## config.mk

```make
export PLATFORM = sky130hd
export DESIGN_NAME = inst_fetch
export DESIGN_NICKNAME = d
export VERILOG_FILES = /design/src/rtl/inst_fetch.sv
export SDC_FILE = /design/constraint.sdc
export NUM_CORES = 1
export LEC_CHECK = 0
export BUFFER_PORTS_ARGS = -buffer_cell sky130_fd_sc_hd__clkbuf_2
export CAP_MARGIN = 20
export CORE_MARGIN = 10
export CORE_UTILIZATION = 48
export CTS_BUF_LIST = sky130_fd_sc_hd__clkbuf_16
export DETAILED_ROUTE_END_ITERATION = 6
export PLACE_DENSITY_LB_ADDON = 0.25
export SKIP_CTS_REPAIR_TIMING = 1
export SKIP_LAST_GASP = 1
export SYNTH_ARGS = -nofsm -noshare
export SYNTH_HDL_FRONTEND = slang
export SYNTH_SLANG_ARGS = --single-unit
```

## constraint.sdc

```tcl
create_clock -name clk -period 2 [get_ports clk]
set_input_delay 0.2 -clock clk [delete_from_list [all_inputs] [get_ports clk]]
set_output_delay 0.2 -clock clk [all_outputs]
set_load 0.005 [all_outputs]
```

## src/rtl/inst_fetch.sv

```systemverilog
// Instruction fetch unit: owns the PC, drives the instruction ROM port and fills IF/ID.
// Optional MIPS branch delay slot handling is enabled with `define IF_DELAY_SLOT_EN.
module inst_fetch #(
  parameter logic [31:0] RESET_PC = 32'h0000_0000
) (
  input  logic        clk,
  input  logic        rst,
  output logic        ce,
  output logic [31:0] addr,
  input  logic [31:0] data,
  input  logic        stall,
  input  logic        redirect,
  input  logic [31:0] redirect_pc,
  output logic [31:0] if_pc,
  output logic [31:0] if_inst,
  output logic        if_valid
);

  localparam int unsigned XLEN = 32;

  logic [XLEN-1:0] pc, pc_n, target;
  logic [XLEN-1:0] if_pc_n, if_inst_n;
  logic            if_valid_n;
  logic            accept, update;
  logic            unused_low_bits;

  assign addr            = pc;
  assign target          = {redirect_pc[XLEN-1:2], 2'b00};
  assign unused_low_bits = ^redirect_pc[1:0];

`ifdef IF_DELAY_SLOT_EN
  logic            pend, pend_n;
  logic [XLEN-1:0] pend_pc, pend_pc_n;

  // Delay slot word is always kept; a stalled redirect is parked until stall drops.
  always_comb begin
    pc_n      = pc;
    pend_n    = pend;
    pend_pc_n = pend_pc;
    accept    = 1'b0;
    update    = !stall;
    if (redirect && !stall) begin
      accept = ce;
      pc_n   = target;
      pend_n = 1'b0;
    end else if (redirect) begin
      pend_n    = 1'b1;
      pend_pc_n = target;
    end else if (pend && !stall) begin
      accept = ce;
      pc_n   = pend_pc;
      pend_n = 1'b0;
    end else if (!stall) begin
      accept = ce;
      if (ce) pc_n = pc + XLEN'(4);
    end
  end

  always_ff @(posedge clk) begin
    if (rst) begin
      pend    <= 1'b0;
      pend_pc <= '0;
    end else begin
      pend    <= pend_n;
      pend_pc <= pend_pc_n;
    end
  end
`else
  // Redirect squashes the wrong-path word presented this cycle, even under stall.
  always_comb begin
    pc_n   = pc;
    accept = 1'b0;
    update = redirect || !stall;
    if (redirect) begin
      pc_n = target;
    end else if (!stall) begin
      accept = ce;
      if (ce) pc_n = pc + XLEN'(4);
    end
  end
`endif

  always_comb begin
    if_pc_n    = if_pc;
    if_inst_n  = if_inst;
    if_valid_n = if_valid;
    if (update) if_valid_n = accept;
    if (accept) begin
      if_pc_n   = pc;
      if_inst_n = data;
    end
  end

  always_ff @(posedge clk) begin
    if (rst) begin
      pc       <= RESET_PC;
      ce       <= 1'b0;
      if_pc    <= '0;
      if_inst  <= '0;
      if_valid <= 1'b0;
    end else begin
      pc       <= pc_n;
      ce       <= 1'b1;
      if_pc    <= if_pc_n;
      if_inst  <= if_inst_n;
      if_valid <= if_valid_n;
    end
  end

endmodule

```

==> impl_metrics.env <==
export IMPL_outcome="finished, final reports clean"
export IMPL_synth_area_leader_cell="dfxtp_1"
export IMPL_post_drt_wl_per_cell_um=15.5
export IMPL_overflow=0
export IMPL_cts_buffers=9
export IMPL_max_stage_delay_ps=440
export IMPL_p_comb_share_pct=9.0
export IMPL_ys_warn_count=0
export IMPL_internal_power_uw=3210
export IMPL_grt_pass1_vias=3681
export IMPL_synth_cells=482
export IMPL_period_share_pct=92.8
export IMPL_synth_edf_count=0
export IMPL_drive_above_1_share_pct=32.0
export IMPL_cts_sinks=94
export IMPL_setup_viol=0
export IMPL_ant_nets=0
export IMPL_cap_violations=0
export IMPL_fmax_mhz=539
export IMPL_synth_mux_area_share_pct=0.765
export IMPL_antenna_cells=0
export IMPL_crit_chain="ha_1, nand3b_4, or3_4, nor4_2, xnor2_1, o22ai_1"
export IMPL_timing_setup_tns_ps=0
export IMPL_die_width_um=110
export IMPL_path_delay_family="simple AND/OR/NAND/NOR gates"
export IMPL_p_leak_uw=0.00222
export IMPL_synth_compound_area_share_pct=13.4
export IMPL_drc=0
export IMPL_core_um2=7850
export IMPL_vdd_drop_max_mv=0.453
export IMPL_antenna_found_initial=0
export IMPL_worst_setup_path_type="reg2reg"
export IMPL_io_pin_count=166
export IMPL_ys_top_cells_by_area="dfxtp_1 (48%), nand2_1 (14%), a21oi_1 (9.8%)"
export IMPL_rows=32
export IMPL_clk_pin_slew_ps=70
export IMPL_synth_cell_type_count=38
export IMPL_synth_common_cells="nand2_1 (144), dfxtp_1 (94), a21oi_1 (77)"
export IMPL_synth_xor_area_share_pct=6.25
export IMPL_grt_pass1_wl_um=18700
export IMPL_startpoint_type="register"
export IMPL_maxSlewViolCount=0
export IMPL_cts_root_buf="clkbuf_16"
export IMPL_period_needed_ps=1860
export IMPL_async_flop_share_pct=0
export IMPL_h_tree_depth=3
export IMPL_power_density_nw_per_um2=819
export IMPL_viasPerCell=5.12
export IMPL_grt_setup_unrepaired="no"
export IMPL_p_sw_uw=991
export IMPL_syn_area_um2=3920
export IMPL_hold_class="in2reg"
export IMPL_syn_avg_cell_area_um2=8.14
export IMPL_switching_share_pct=23.6
export IMPL_drt_iter0_drc=140
export IMPL_die_height_um=110
export IMPL_worstSkewPairLatency_ps=330
export IMPL_finClkSkew_ps=7.00
export IMPL_fillers=709
export IMPL_multi_input_area_um2=1900
export IMPL_synth_main_ff_cell="dfxtp_1"
export IMPL_initial_core_util_pct=50.0
export IMPL_synthAdderAreaFrac_pct=0.319
export IMPL_register_area_um2=1880
export IMPL_dp_hpwl_um=8780
export IMPL_final_nets=702
export IMPL_synth_simple_area_share_pct=27.0
export IMPL_finalPower_uw=4200
export IMPL_crit_slowest_cell="or3_4"
export IMPL_fin_util_pct=65.3
export IMPL_vias=3790
export IMPL_crit_path_end_kind="register"
export IMPL_synth_top_cell_area_share_pct=48.0
export IMPL_portBuffers=159
export IMPL_final_hold_viol_count=0
export IMPL_worstPathMaxFanout=5
export IMPL_die_area_um2=12200
export IMPL_synth_top_family_by_area="simple AND/OR/NAND/NOR gates"
export IMPL_grt_max_degree=45
export IMPL_gp_congestion=0.809
export IMPL_cts_tree="yes"
export IMPL_cts_buffer_depth=2
export IMPL_firstDrtPassIters=5
export IMPL_wirelength_um=11500
export IMPL_areaGrowthSynthToFinish_pct=30.6
export IMPL_grt_usage_pct=18.0
export IMPL_pwr_share_seq_pct=48.3
export IMPL_ys_seq_area_share_pct=48.0
export IMPL_synth_seq_cells=94
export IMPL_p_clk_share_pct=42.7
export IMPL_required_ps=2210
export IMPL_critPathBufInv=0
export IMPL_yosysMostFrequentCell="nand2_1"
export IMPL_arrival_ps=2060
[placed cells by master, fill, tap and decap left out, types with 4 or more instances in the layout]
master / instances
nand4_1: 8
o21ai_0: 6
a211oi_1: 13
nor2_1: 21
conb_1: 4
and4_1: 5
clkbuf_2: 158
nand2_1: 143
xnor2_1: 16
and3_1: 7
dfxtp_1: 94
a21oi_1: 77
xor2_1: 12
clkbuf_16: 9
nand3_1: 9
buf_4: 12
[flip-flops by register name, summed over array words and instances (netlist names)]
signal    count
addr         30
if_pc        30
if_inst      32
if_valid      1
ce            1
[worst register-to-register path: stages (launching register included)]
cell	delay (ps)
dfxtp_1	420
ha_1	250
nand3b_4	120
or3_4	440
nor4_2	260
xnor2_1	160
o22ai_1	80
[power by group through the flow]
| stage | Combinational, µW | Clock [µW] | Sequential [µW] |
|---|---|---|---|
| 6_report | 379 | 1790 | 2030 |
| 5_1_grt | 428 | 1900 | 2040 |
| 4_1_cts | 385 | 1820 | 2020 |
| 3_5_place_dp | 383 | 0 | 2070 |
| 3_3_place_gp | 373 | 0 | 2060 |
| 2_1_floorplan | 184 | 0 | 2060 |
[worst paths after layout]
kind | from | endpoint | slack, ps | cells after the start
min reg2reg | if_inst[1] | if_inst[1] | 450 | 2
max | addr[2] | addr[30] | 140 | 6
max reg2reg | addr[2] | addr[30] | 140 | 6
min | data[17] | if_inst[17] | 80 | 3
[layout make-up]
class                      count  share of cell area [%]
timing repair buffer         171                    17.3
clock inverter                 7                    1.73
clock buffer                   9                    4.40
sequential                    94                    36.7
inverter                       4                   0.293
tap                          102                    2.49
multi-input combinational    353                    37.1
[layer usage]
| metal | GRT usage [%] | vias to the layer above | share of wire [%] |
|---|---|---|---|
| li1 | - | 1913 | - |
| met1 | 19.7 | 1726 | 40 |
| met2 | 31.0 | 144 | 50 |
| met3 | 8.21 | 7 | 9.4 |
| met4 | 3.97 | 0 | 0.90 |
| met5 | 0 | - | 0 |
[cells by family after synthesis]
logic type,after synthesis
and+or+nand+nor,219
AOI/OAI and AO/OA,98
DFF,94
buffers and inverters,38
xor gates and xnor gates,28
muxes,3
adders and majority gates,1
other,1
[per-stage QoR]
step	setup slack [ps]	hold slack [ps]	instances	instance area, µm²
floorplan	272	336	485	3940
global placement	200	422	724	4810
detailed placement	161	429	724	4810
CTS	140	70.4	740	5120
global route	7.89	71.4	740	5120
finish	143	80.1	740	5120
Power figures use the tool's default switching activity.
